### src/rtl/ser_pkg.sv
// Shared types and helpers for the bit stream serializer.
package ser_pkg;

   typedef logic [0:0] state_t;

   localparam state_t ST_IDLE  = 1'b0;
   localparam state_t ST_SHIFT = 1'b1;

   // A one-bit counter is still needed for the narrowest legal word.
   function automatic int cnt_width(input int width);
      return (width > 2) ? $clog2(width) : 1;
   endfunction

endpackage

### src/rtl/ser_hold_reg.sv
// One-entry word register with a valid flag, used as a prefetch slot.
module ser_hold_reg #(
   parameter int WIDTH = 8
) (
   input  logic             clk,
   input  logic             rst,
   input  logic             load,
   input  logic [WIDTH-1:0] load_data,
   input  logic             take,
   output logic [WIDTH-1:0] data,
   output logic             full
);

   always_ff @(posedge clk) begin
      if (rst) begin
         data <= '0;
         full <= 1'b0;
      end else if (load) begin
         data <= load_data;
         full <= 1'b1;
      end else if (take) begin
         full <= 1'b0;
      end
   end

endmodule

### src/rtl/bit_stream_serializer.sv
// Parallel-in, serial-out bit streamer with valid/ready input handshake.
// Define SER_PREFETCH_EN to add a one-word holding register for gap-free streaming.
module bit_stream_serializer
   import ser_pkg::*;
#(
   parameter int WIDTH     = 8,
   parameter bit MSB_FIRST = 1'b1,
   parameter bit IDLE_BIT  = 1'b0
) (
   input  logic             clk,
   input  logic             rst,
   input  logic [WIDTH-1:0] in_data,
   input  logic             in_valid,
   output logic             in_ready,
   output logic             x_out,
   output logic             x_valid,
   output logic             word_done,
   output logic             busy
);

   localparam int            CW       = cnt_width(WIDTH);
   localparam logic [CW-1:0] CNT_LAST = CW'(WIDTH - 1);

   state_t           state;
   logic [CW-1:0]    cnt;
   logic [WIDTH-1:0] shreg;
   logic             cur_bit;

   logic             accept;
   logic             last_bit;
   logic             load;
   logic [WIDTH-1:0] load_word;

   assign accept   = in_valid && in_ready;
   assign last_bit = (state == ST_SHIFT) && (cnt == '0);

`ifdef SER_PREFETCH_EN
   logic [WIDTH-1:0] hold_data;
   logic             hold_full;
   logic             hold_load;
   logic             hold_take;

   // The hold slot drains first at the last bit; otherwise a word arriving
   // on that exact edge bypasses the slot and goes straight to the shifter.
   assign in_ready  = (state == ST_IDLE) || !hold_full;
   assign hold_take = last_bit && hold_full;
   assign hold_load = accept && (state == ST_SHIFT) && !last_bit;
   assign load      = ((state == ST_IDLE) && accept) || (last_bit && (hold_full || accept));
   assign load_word = hold_take ? hold_data : in_data;

   ser_hold_reg #(
      .WIDTH(WIDTH)
   ) u_hold (
      .clk      (clk),
      .rst      (rst),
      .load     (hold_load),
      .load_data(in_data),
      .take     (hold_take),
      .data     (hold_data),
      .full     (hold_full)
   );
`else
   assign in_ready  = (state == ST_IDLE);
   assign load      = (state == ST_IDLE) && accept;
   assign load_word = in_data;
`endif

   // The first bit is emitted straight from the incoming word; the shifter
   // keeps the remaining bits aligned so the next one is always at its edge.
   always_ff @(posedge clk) begin
      if (rst) begin
         state   <= ST_IDLE;
         cnt     <= '0;
         shreg   <= '0;
         cur_bit <= IDLE_BIT;
      end else if (load) begin
         state   <= ST_SHIFT;
         cnt     <= CNT_LAST;
         cur_bit <= MSB_FIRST ? load_word[WIDTH-1] : load_word[0];
         shreg   <= MSB_FIRST ? (load_word << 1) : (load_word >> 1);
      end else if (last_bit) begin
         state   <= ST_IDLE;
         cur_bit <= IDLE_BIT;
      end else if (state == ST_SHIFT) begin
         cnt     <= cnt - 1'b1;
         cur_bit <= MSB_FIRST ? shreg[WIDTH-1] : shreg[0];
         shreg   <= MSB_FIRST ? (shreg << 1) : (shreg >> 1);
      end
   end

   assign busy      = (state == ST_SHIFT);
   assign x_valid   = busy;
   assign x_out     = cur_bit;
   assign word_done = last_bit;

endmodule

### config.mk
export PLATFORM = sky130hd
export DESIGN_NAME = bit_stream_serializer
export DESIGN_NICKNAME = d
export VERILOG_FILES = /design/src/rtl/ser_pkg.sv /design/src/rtl/ser_hold_reg.sv /design/src/rtl/bit_stream_serializer.sv
export SDC_FILE = /design/constraint.sdc
export NUM_CORES = 1
export LEC_CHECK = 0
export ABC_AREA = 1
export CORE_AREA = 3 3 40 42
export DETAILED_ROUTE_END_ITERATION = 7
export DIE_AREA = 0 0 43 45
export PLACE_DENSITY_LB_ADDON = 0.12
export SLEW_MARGIN = 20
export SYNTH_ARGS = -nofsm -noshare
export SYNTH_HDL_FRONTEND = slang
export SYNTH_SLANG_ARGS = --single-unit
### constraint.sdc
create_clock -name clk -period 2.2 [get_ports clk]
set_input_delay 0.44 -clock clk [delete_from_list [all_inputs] [get_ports clk]]
set_output_delay 0.44 -clock clk [all_outputs]
set_load 0.01 [all_outputs]
==> reports/results.txt <==
Core area - 1280 um2
Wire length per cell - 9.59 um
Metal2 WL - 542 um
Starting Density - 49.3%
Post-Synthesis Cells - 101
Via density per instance - 4.62
Final TNS setup - 0 ps
Pint - 414 uW
Multi-input gate area - 318 um2
M1 WL - 602 um
Max VDD drop - 446 uV
Min-Delay Endpoint - shreg[1]
DRC - 0
Clock skew - 0.798 ps
CTS max path bufs - 2
CTS buffer count - 3
Routed Antenna Nets - 0
Clk root buf - clkbuf_4
RSZ-0062 raised after global routing - no
Critical R2R Capture - cnt[1]
Setup violators final - 0
Relative slew slack - 63.4%
Cell Chain, Critical Path - inv_1, ha_1, nand3_1, inv_1, clkdlybuf4s50_1
CP arrival - 1590 ps
Skew-Pair Late Insertion Delay - 270 ps
Status - finished, final reports clean
Hold/Removal Path Class - register to register
Antenna violations before repair - 0
YS warnings - 0
# resized after CTS - 0
Final Hold Viols - 0
Hold_ws - 472 ps
Measured slew at the worst slew-check pin - 547 ps
Crit start category - register
Crit path max fanout - 4
Required time worst endpoint - 1760 ps
Critical R2R Launch - cnt[0]
Most used cell, CP - inv_1
Antenna cells - 0
Static leakage - 0.000414 uW
Maxcap violations - 0
Pwr/cell area - 726 nW/um2
Detailed router's first-iteration violation count - 15
Hold Path Depth - 2
Hpwl dp - 866 um
Flops & latches, synth - 12
Die Span Y - 45 um
Fmax - 492 MHz
TritonCTS clock tree - done
Final Slew Violations - 0
Register area share after synthesis - 37.9%
Period utilization - 92.5%
Post-CTS Setup Repair Bufs - 0
Setup Slack @ Placement - 376 ps
Layout Nets - 132
Final Critical Period - 2030 ps
GRT Resource Usage Total - 15.0%
Yosys cell types - 13
Crit Path Class - register to primary output
R2r setup slk - 870 ps
Layout cell share with drive strength beyond 1 - 8.47%
Setup WS post-layout - 166 ps
NetSw - 180 uW
Placement Rows - 13
Avg Cell Area, Syn - 6.27 um2
CTS Sinks - 12
Register area - 240 um2
Hold Crit Start - shreg[1]
Top-Level Pins - 16
H-tree levels - 1
Combinational Power Share - 26.9%
Top layer in use - met4
Clk slew on worst S/H paths - 80 ps
PortBufs - 15
Sw frac - 30.3%
Syn_nets - 114
Area grow syn2layout - 29.4%
R2R cell count - 7
Largest net degree at the start of global routing - 18
Critical Path End Type - primary output
Layout fillers - 134
Vias in the first global route - 516
Die Wd - 43 um
Synth Cell Area - 633 um2
Clk pwr share - 29.8%
First-pass GRT wire length - 2160 um
DR WL met3 - 106 um
Drt pass-1 iters - 4
Placer Congestion - 0.707
Die footprint - 1940 um2
Slowest stage delay, CP - 520 ps
Sequential share of power - 43.2%
Congestion Overflow GR - 0
Routed Wire Length - 1280 um
CTS Hold Bufs - 0
Worst path slowest cell - clkdlybuf4s50_1
Via count - 614
[layout make-up]
| cell class | instances | share of cell area, % |
|---|---|---|
| multi-input combinational | 72 | 38.8 |
| sequential | 12 | 29.3 |
| timing repair buffer | 15 | 18.3 |
| inverter | 15 | 6.87 |
| clock buffer | 4 | 4.43 |
| tap | 15 | 2.29 |
[worst max path at each step]
| stage | startpoint | slack (ps) | endpoint | cells after the start |
|---|---|---|---|---|
| 2_1_floorplan | cnt[0] | 1000 | word_done | 4 |
| 3_3_place_gp | in_valid | 400 | shreg[2] | 7 |
| 3_5_place_dp | in_valid | 380 | shreg[6] | 7 |
| 4_1_cts | cnt[0] | 140 | word_done | 5 |
| 5_1_grt | cnt[0] | 70 | word_done | 5 |
| 6_report | cnt[0] | 170 | word_done | 5 |
[synth_stat cells (all sizes together)]
| master | count | area share, % |
|---|---|---|
| nand3 | 4 | 3.2 |
| dfxtp | 12 | 38 |
| a31oi | 1 | 0.99 |
| a21oi | 3 | 3.6 |
| inv | 15 | 8.9 |
| ha | 2 | 4.0 |
| nor2 | 16 | 9.5 |
| nand2 | 45 | 28 |
| o21ai | 1 | 0.79 |
| buf | 2 | 3.0 |
[cell families after synthesis]
logic type	count (synthesis)	share of synthesized area, %
AND/OR/NAND/NOR	65	40.9
AO/OA/AOI/OAI	5	5.34
flip-flops	12	37.9
adder cells (fa/ha/maj)	2	3.95
buffers and inverters	17	11.9
[per-layer routing]
metal  global-route usage [%]  up-vias
met5                        0        -
met4                     7.23        0
met3                     2.79        4
met2                     22.8       21
met1                     20.5      255
li1                         -      334
[per-stage QoR]
stage	utilization, %	instance area (um2)	power [uW]	instances
2_1_floorplan	-	633	373	101
3_3_place_gp	61.0	783	419	129
3_5_place_dp	61.0	783	422	129
4_1_cts	63.8	820	601	133
5_1_grt	63.8	820	637	133
6_report	63.8	820	595	133
[sequential cells by signal, summed over array words and instances, names as in the netlist]
register  flops
shreg         7
x_out         1
busy          1
cnt           3
[cells in the final DEF, fill, tap and decap left out, drive strengths merged]
| cell | instances |
|---|---|
| nand2 | 45 |
| nor2 | 16 |
| inv | 15 |
| clkdlybuf4s50 | 15 |
| dfxtp | 12 |
| nand3 | 4 |
| clkbuf | 4 |
| a21oi | 3 |
| ha | 2 |
| a31oi | 1 |
| o21ai | 1 |
[power groups by stage]
stage / Clock, uW / Combinational, uW / Sequential, uW
2_1_floorplan: 0 / 112 / 261
3_3_place_gp: 0 / 157 / 262
3_5_place_dp: 0 / 160 / 262
4_1_cts: 181 / 162 / 257
5_1_grt: 191 / 186 / 260
6_report: 177 / 160 / 257
[worst max-delay path: cells and delay by family (launching register included)]
| kind | cells | cell delay [ps] |
|---|---|---|
| DFF | 1 | 300 |
| buffers and inverters | 3 | 710 |
| and+or+nand+nor | 1 | 110 |
| adders and majority gates | 1 | 190 |
Note: power is estimated with default switching activity, not from simulation.
